`config.mk`:
```
export PLATFORM = sky130hd
export DESIGN_NAME = mem_arbiter
export DESIGN_NICKNAME = d
export VERILOG_FILES = /design/src/rtl/mem_arbiter_pkg.sv /design/src/rtl/mem_arbiter_arb_pick2.sv /design/src/rtl/mem_arbiter.sv
export SDC_FILE = /design/constraint.sdc
export NUM_CORES = 1
export LEC_CHECK = 0
export ABC_AREA = 1
export CORE_MARGIN = 5
export CORE_UTILIZATION = 30
export DETAILED_ROUTE_END_ITERATION = 16
export DONT_BUFFER_PORTS = 1
export SLEW_MARGIN = 0
export SYNTH_ARGS = -nofsm -noshare
export SYNTH_HDL_FRONTEND = slang
export SYNTH_SLANG_ARGS = --single-unit
```
`constraint.sdc`:
```
create_clock -name clk -period 4.1 [get_ports clk]
set_clock_uncertainty 0.05 [all_clocks]
set_input_delay 0.82 -clock clk [delete_from_list [all_inputs] [get_ports clk]]
set_output_delay 0.82 -clock clk [all_outputs]
set_load 0.1 [all_outputs]
```
`src/rtl/mem_arbiter_pkg.sv`:
```
// Shared constants for the IFU/LSU memory-port arbiter.
// Build option MEM_ARB_RR_EN selects round-robin arbitration.
package mem_arbiter_pkg;

  localparam int ADDR_W_DEF = 64;
  localparam int DATA_W_DEF = 64;

  localparam logic [1:0] MEM_ARB_IDLE = 2'd0;
  localparam logic [1:0] MEM_ARB_REQ  = 2'd1;
  localparam logic [1:0] MEM_ARB_WAIT = 2'd2;

  localparam logic OWNER_IF = 1'b0;
  localparam logic OWNER_LS = 1'b1;

endpackage

```
`src/rtl/mem_arbiter_arb_pick2.sv`:
```
// Two-way combinational picker: bit 0 = IFU, bit 1 = LSU.
// ptr = 1 hands a conflict to the IFU, ptr = 0 to the LSU.
module arb_pick2 (
  input  logic [1:0] valid,
  input  logic       ptr,
  output logic [1:0] gnt
);

  always_comb begin
    gnt = 2'b00;
    unique case (1'b1)
      (valid[1] && (!valid[0] || !ptr)): gnt = 2'b10;
      (valid[0] && (!valid[1] ||  ptr)): gnt = 2'b01;
      default:                           gnt = 2'b00;
    endcase
  end

endmodule

```
`src/rtl/mem_arbiter.sv`:
```
// Shares one memory port between IFU and LSU, one transaction at a time.
// Define MEM_ARB_RR_EN for round-robin; default is LSU-first priority.
module mem_arbiter
  import mem_arbiter_pkg::*;
#(
  parameter int ADDR_W = ADDR_W_DEF,
  parameter int DATA_W = DATA_W_DEF
) (
  input  logic                clk,
  input  logic                rst_n,
  input  logic                if_req_valid,
  output logic                if_req_ready,
  input  logic [ADDR_W-1:0]   if_addr,
  output logic                if_rsp_valid,
  output logic [DATA_W-1:0]   if_rdata,
  input  logic                ls_req_valid,
  output logic                ls_req_ready,
  input  logic                ls_we,
  input  logic [ADDR_W-1:0]   ls_addr,
  input  logic [DATA_W-1:0]   ls_wdata,
  input  logic [DATA_W/8-1:0] ls_wmask,
  output logic                ls_rsp_valid,
  output logic [DATA_W-1:0]   ls_rdata,
  output logic                mem_req_valid,
  input  logic                mem_req_ready,
  output logic                mem_we,
  output logic [ADDR_W-1:0]   mem_addr,
  output logic [DATA_W-1:0]   mem_wdata,
  output logic [DATA_W/8-1:0] mem_wmask,
  input  logic                mem_rsp_valid,
  input  logic [DATA_W-1:0]   mem_rdata,
  output logic                busy,
  output logic                owner
);

  localparam int MASK_W = DATA_W / 8;

  logic [1:0]        state_q, state_d;
  logic              owner_q, owner_d;
  logic              we_q, we_d;
  logic [ADDR_W-1:0] addr_q, addr_d;
  logic [DATA_W-1:0] wdata_q, wdata_d;
  logic [MASK_W-1:0] wmask_q, wmask_d;
  logic [DATA_W-1:0] if_rdata_q, if_rdata_d;
  logic [DATA_W-1:0] ls_rdata_q, ls_rdata_d;
  logic              if_rsp_q, if_rsp_d;
  logic              ls_rsp_q, ls_rsp_d;

  logic [1:0] gnt;
  logic       idle;
  logic       rr_ptr;

`ifdef MEM_ARB_RR_EN
  logic ptr_q, ptr_d;

  // Point at whoever lost the latest grant.
  always_comb begin
    ptr_d = ptr_q;
    if (ls_req_ready) begin
      ptr_d = 1'b1;
    end else if (if_req_ready) begin
      ptr_d = 1'b0;
    end
  end

  always_ff @(posedge clk or negedge rst_n) begin
    if (!rst_n) begin
      ptr_q <= 1'b0;
    end else begin
      ptr_q <= ptr_d;
    end
  end

  assign rr_ptr = ptr_q;
`else
  assign rr_ptr = 1'b0;
`endif

  arb_pick2 u_pick (
    .valid ({ls_req_valid, if_req_valid}),
    .ptr   (rr_ptr),
    .gnt   (gnt)
  );

  assign idle         = (state_q == MEM_ARB_IDLE);
  assign if_req_ready = idle && gnt[0];
  assign ls_req_ready = idle && gnt[1];

  always_comb begin
    state_d    = state_q;
    owner_d    = owner_q;
    we_d       = we_q;
    addr_d     = addr_q;
    wdata_d    = wdata_q;
    wmask_d    = wmask_q;
    if_rdata_d = if_rdata_q;
    ls_rdata_d = ls_rdata_q;
    if_rsp_d   = 1'b0;
    ls_rsp_d   = 1'b0;
    unique case (state_q)
      MEM_ARB_IDLE: begin
        if (ls_req_ready) begin
          state_d = MEM_ARB_REQ;
          owner_d = OWNER_LS;
          we_d    = ls_we;
          addr_d  = ls_addr;
          wdata_d = ls_wdata;
          wmask_d = ls_wmask;
        end else if (if_req_ready) begin
          state_d = MEM_ARB_REQ;
          owner_d = OWNER_IF;
          we_d    = 1'b0;
          addr_d  = if_addr;
          wdata_d = '0;
          wmask_d = '0;
        end
      end
      MEM_ARB_REQ: begin
        if (mem_req_ready) begin
          state_d = MEM_ARB_WAIT;
        end
      end
      MEM_ARB_WAIT: begin
        if (mem_rsp_valid) begin
          state_d = MEM_ARB_IDLE;
          if (owner_q == OWNER_LS) begin
            ls_rdata_d = we_q ? '0 : mem_rdata;
            ls_rsp_d   = 1'b1;
          end else begin
            if_rdata_d = we_q ? '0 : mem_rdata;
            if_rsp_d   = 1'b1;
          end
        end
      end
      default: state_d = MEM_ARB_IDLE;
    endcase
  end

  always_ff @(posedge clk or negedge rst_n) begin
    if (!rst_n) begin
      state_q    <= MEM_ARB_IDLE;
      owner_q    <= OWNER_IF;
      we_q       <= 1'b0;
      addr_q     <= '0;
      wdata_q    <= '0;
      wmask_q    <= '0;
      if_rdata_q <= '0;
      ls_rdata_q <= '0;
      if_rsp_q   <= 1'b0;
      ls_rsp_q   <= 1'b0;
    end else begin
      state_q    <= state_d;
      owner_q    <= owner_d;
      we_q       <= we_d;
      addr_q     <= addr_d;
      wdata_q    <= wdata_d;
      wmask_q    <= wmask_d;
      if_rdata_q <= if_rdata_d;
      ls_rdata_q <= ls_rdata_d;
      if_rsp_q   <= if_rsp_d;
      ls_rsp_q   <= ls_rsp_d;
    end
  end

  assign mem_req_valid = (state_q == MEM_ARB_REQ);
  assign mem_we        = we_q;
  assign mem_addr      = addr_q;
  assign mem_wdata     = wdata_q;
  assign mem_wmask     = wmask_q;
  assign if_rsp_valid  = if_rsp_q;
  assign if_rdata      = if_rdata_q;
  assign ls_rsp_valid  = ls_rsp_q;
  assign ls_rdata      = ls_rdata_q;
  assign busy          = !idle;
  assign owner         = owner_q;

endmodule

```
==> results.cfg, run 1 <==
[placed_design]
gp_congestion = 0.9072
hpwl_um = 27500
placed_area_um2 = 12280
io_buffer_count = 0

[clocking]
cts_post_setup_buffers_inserted = 0
cts_resized = 0
cts_tree = yes
cts_buffers = 30
cts_root_buf = clkbuf_16
clock_latency_ps = 550
clock_sinks = 270
h-tree-depth = 1
cts_buffer_depth = 3
path_clk_slew_ps = 70

[yosys]
yosysSeqAreaShare_pct = 56.57
yosysUniqueCellTypes = 17
synth.avg_cell_area_um2 = 7.956
yosysTopAreaCell = dfrtp_1
synth_seq_cells = 270
synth_top_area_share_pct = 56.57
synth_cells = 1501
ys_warn_count = 0
syn_area_um2 = 11940
synth_area_leaders = dfrtp_1 57%, nand2_1 23%, inv_1 4.2%
syn-num-nets = 1772

[global_routing]
grt_max_degree = 271
antenna_found_initial = 2
grt_overflow = 0
grt_pass1_vias = 9363
track_usage_pct = 16.38
grt_pass1_wl_um = 57670

[detailed_routing]
post_drt_wl_per_cell_um = 19.15
via_per_inst = 4.759
top_layer = met4
drt-met1-wl_um = 14930
ant_nets = 0
dr.pass1.iters = 7
drt_iter0_markers = 784
met3WireLength_um = 3629
vias = 9538
drc = 0
met2_length_um = 18570
wl_um = 38370

[finish]
fillers = 4141
finalNetCount = 1726
mostFrequentLayoutCell = nand2_1
area_growth_pct = 12.36
fin_area_um2 = 13420
final_cell_mix = 732 x nand2_1, 269 x dfrtp_1, 133 x inv_1
layout-drive-gt1-share_pct = 5.416

[min_path]
min_path_type = in -> async

[timing]
tightest_slew_ps = 1144
hold_viol_final = 270
slew-limit-headroom_pct = 23.63
finalCritPeriodShare_pct = 77.35
setup_viol = 0
period_minus_slack_ps = 3171
fmax_mhz = 315.3
slew_violations = 0
hold_ws_ps = -92.61
rsz0062_at_grt = false
setup-tns-final_ps = 0

[critical_path]
slowest_delay_ps = 480
worstSetupPathType = reg -> out
worstPathCellList = nor2_4 > inv_1 > nor3_4 > buf_4
worstSetupStartpointType = flip-flop
arrival_ps = 2300
r2r_slack_ps = 1670
critPathTopFamily = buffers and inverters
startpoint = state_q[1]
path_buf_inv = 2
rr_startpoint = owner
r2r_end = ls_rdata[31]
required_ps = 3230
crit_end = if_req_ready
critical_path_depth = 4
r2r_cells = 7
end_kind = output port
crit_slowest_cell = dfrtp_1
crit_fanout = 6

[die]
core_um2 = 39550
die_area_um2 = 43900
rows = 73
ios = 543
die_h_um = 209.5
die_w_um = 209.5
start_util_pct = 30.20

[run_status]
status = finished, violations left
failed_checks = hold timing

[flow_run]
max_cap_viol_count = 0
[flip-flops by register name, summed over array words and instances (netlist names)]
register / cells
if_rsp_valid: 1
ls_rdata: 64
mem_wmask: 8
state_q: 2
mem_wdata: 64
mem_addr: 64
owner: 1
ls_rsp_valid: 1
mem_we: 1
if_rdata: 64
[area by class of cell]
cell class                 count  area (um^2)  share of cell area, %
clock buffer                  36        834.6                  6.219
multi-input combinational   1001         4222                  31.46
timing repair buffer          15        125.1                 0.9324
sequential                   270         6760                  50.38
clock inverter                18        300.3                  2.238
antenna                        2        5.005                0.03730
tap                          525        656.9                  4.895
inverter                     137        515.5                  3.841
[cells in the mapped netlist, drive strengths merged]
cell type / n
nor3: 1
buf: 73
dfrtp: 270
nor2: 67
inv: 137
clkbuf: 20
o31ai: 1
nand3: 67
nand3b: 64
nand2: 733
nand4: 2
o21ai: 66
[metrics by stage]
stage | setup slack [ps] | utilization, % | hold slack, ps | std cells
final | 928.8 | 33.93 | -92.61 | 2004
after global routing | 804.8 | 33.92 | -126.9 | 2003
after CTS | 875.8 | 33.92 | -128.0 | 2002
after detailed placement | 1446 | 31.05 | 481.8 | 1948
after global placement | 1474 | 31.05 | 480.9 | 1948
after floorplan | 633.5 | - | 474.4 | 1501
[worst min-delay path by stage]
stage,startpoint,endpoint,cells past startpoint
4_1_cts,rst_n,ls_rdata[19],0
3_5_place_dp,rst_n,ls_rdata[19],0
2_1_floorplan,rst_n,if_rdata[0],0
3_3_place_gp,rst_n,ls_rdata[39],0
6_report,rst_n,ls_rdata[24],0
5_1_grt,rst_n,ls_rdata[39],0
[layer usage]
metal  track usage (%)  vias to the layer above
met5                 0                        -
met4             5.311                        0
met3             5.306                       69
met2             27.46                      459
met1             20.06                     4561
li1                  -                     4449
[cells by family after synthesis]
| group | count (synthesis) | synth area share, % |
|---|---|---|
| AND/OR/NAND/NOR | 934 | 32.14 |
| flip-flops | 270 | 56.57 |
| AO/OA/AOI/OAI | 67 | 2.860 |
| buffers and inverters | 230 | 8.423 |
[worst reg2reg max path: stages, from the launching register on]
cell	delay, ps
dfrtp_1	320
buf_4	300
inv_2	70
buf_4	320
nor2_4	790
buf_12	310
nand2_1	130
nand2_1	70
Power of run 1 is left out: the tool's default activity adds up to more than one toggle a clock period on the data nets, which glitch-free logic cannot reach.
==> inputs of run 2 (changes only) <==
==> constraint.sdc (replaced) <==
create_clock -name clk -period 2.7 [get_ports clk]
set_clock_uncertainty 0.05 [all_clocks]
set_input_delay 0.54 -clock clk [delete_from_list [all_inputs] [get_ports clk]]
set_output_delay 0.54 -clock clk [all_outputs]
set_load 0.1 [all_outputs]
==> results.cfg, run 2 (same netlist as run 1, synthesis figures left out) <==
[run_status]
status = finished, violations left
failed_checks = hold timing

[timing]
setup-tns-final_ps = 0
hold_ws_ps = -369.3
period_minus_slack_ps = 2491
slew-limit-headroom_pct = 24.20
rsz0062_at_grt = false
setup_viol = 0
fmax_mhz = 401.5
tightest_slew_ps = 1134
slew_violations = 0
hold_viol_final = 270
finalCritPeriodShare_pct = 92.26

[critical_path]
startpoint = state_q[1]
crit_fanout = 14
critPathTopFamily = buffers and inverters
worstSetupPathType = reg -> out
required_ps = 2110
rr_startpoint = state_q[0]
slowest_delay_ps = 470
worstPathCellList = nor2_4 > buf_4 > inv_1 > nor3_4 > buf_12
worstSetupStartpointType = flip-flop
arrival_ps = 1900
end_kind = output port
path_buf_inv = 3
crit_slowest_cell = dfrtp_1

[finish]
final_cell_mix = 732 x nand2_1, 269 x dfrtp_1, 133 x inv_1
fin_area_um2 = 13700
finalNetCount = 1783
layout-drive-gt1-share_pct = 8.426
area_growth_pct = 14.74
postLayoutCoreUtil_pct = 34.65
mostFrequentLayoutCell = nand2_1
final_cells = 2058
fillers = 4119

[detailed_routing]
ant_nets = 0
vias = 9673
drt_iter0_markers = 885
via_per_inst = 4.700
post_drt_wl_per_cell_um = 18.33
dr.pass1.iters = 5
wl_um = 37720
drc = 0

[placed_design]
placed_area_um2 = 12760
gp_congestion = 0.9303
hpwl_um = 27360
io_buffer_count = 0
placed_cells = 2006

[flow_run]
max_cap_viol_count = 0

[die]
die_area_um2 = 43900
rows = 73
ios = 543
core_um2 = 39550
die_h_um = 209.5
start_util_pct = 30.20
die_w_um = 209.5

[min_path]
min_path_type = in -> async

[clocking]
cts_post_setup_buffers_inserted = 0
cts_tree = yes
h-tree-depth = 1
cts_buffers = 29
cts_buffer_depth = 3
cts_root_buf = clkbuf_16
path_clk_slew_ps = 60
clock_latency_ps = 540
clock_sinks = 270

[global_routing]
track_usage_pct = 16.16
grt_overflow = 0
antenna_found_initial = 2
grt_max_degree = 271
grt_pass1_vias = 9593
grt_pass1_wl_um = 57550
## run 2: cell types whose count changed in the layout (fill, tap and decap cells not counted)
cell	change
clkinv_4	-1
bufinv_16	-7
clkbuf_1	+5
clkbuf_16	-2
clkbuf_8	+5
buf_12	+4
buf_4	+54
clkinv_2	-4
## run 2: stage by stage
step           hold WS (ps)  setup slack [ps]
3_5_place_dp          200.9             534.8
4_1_cts              -394.4             156.8
3_3_place_gp          200.6             604.9
5_1_grt              -395.0             68.93
6_report             -369.3             209.1
2_1_floorplan         194.4            -95.69
## run 2: worst paths after layout
kind	to	slack (ps)	cells after the start
setup / recovery	if_req_ready	210	5
hold / removal	ls_rdata[16]	-370	0
setup reg to reg	ls_rdata[63]	540	6
hold reg to reg	ls_rdata[2]	460	2
max in group asynchronous	mem_addr[32]	2440	0
min in group clk	mem_wdata[62]	50	2
## run 2: final cells by class
type	count	area, um^2	area share (%)
Inverter	137	515.5	3.762
Antenna cell	2	5.005	0.03652
Sequential cell	270	6760	49.33
Timing Repair Buffer	73	610.6	4.456
Clock buffer	44	872.1	6.364
Clock inverter	6	61.31	0.4474
Multi-Input combinational cell	1001	4222	30.81
Tap cell	525	656.9	4.794
## run 2: what timing repair did
action                                 in CTS  in global routing
resized for setup                           0                  0
setup endpoints to repair                   0                  0
endpoints found under the hold margin     270                270
## run 2: worst register-to-register path, cell delays in order (launching register included)
cell     delay (ps)
dfrtp_1         400
inv_1           170
nand3_2         130
nor2_4          860
buf_4           340
nand2_1          70
nand2_1          70
## run 2: routing by layer
layer	GRT usage (%)	up-vias	wire (um)
met2	27.31	456	18370
met3	5.247	59	3718
met1	19.83	4603	14640
met4	4.680	0	999
met5	0	-	0
li1	-	4555	-
Power of run 2 is left out for the same reason.
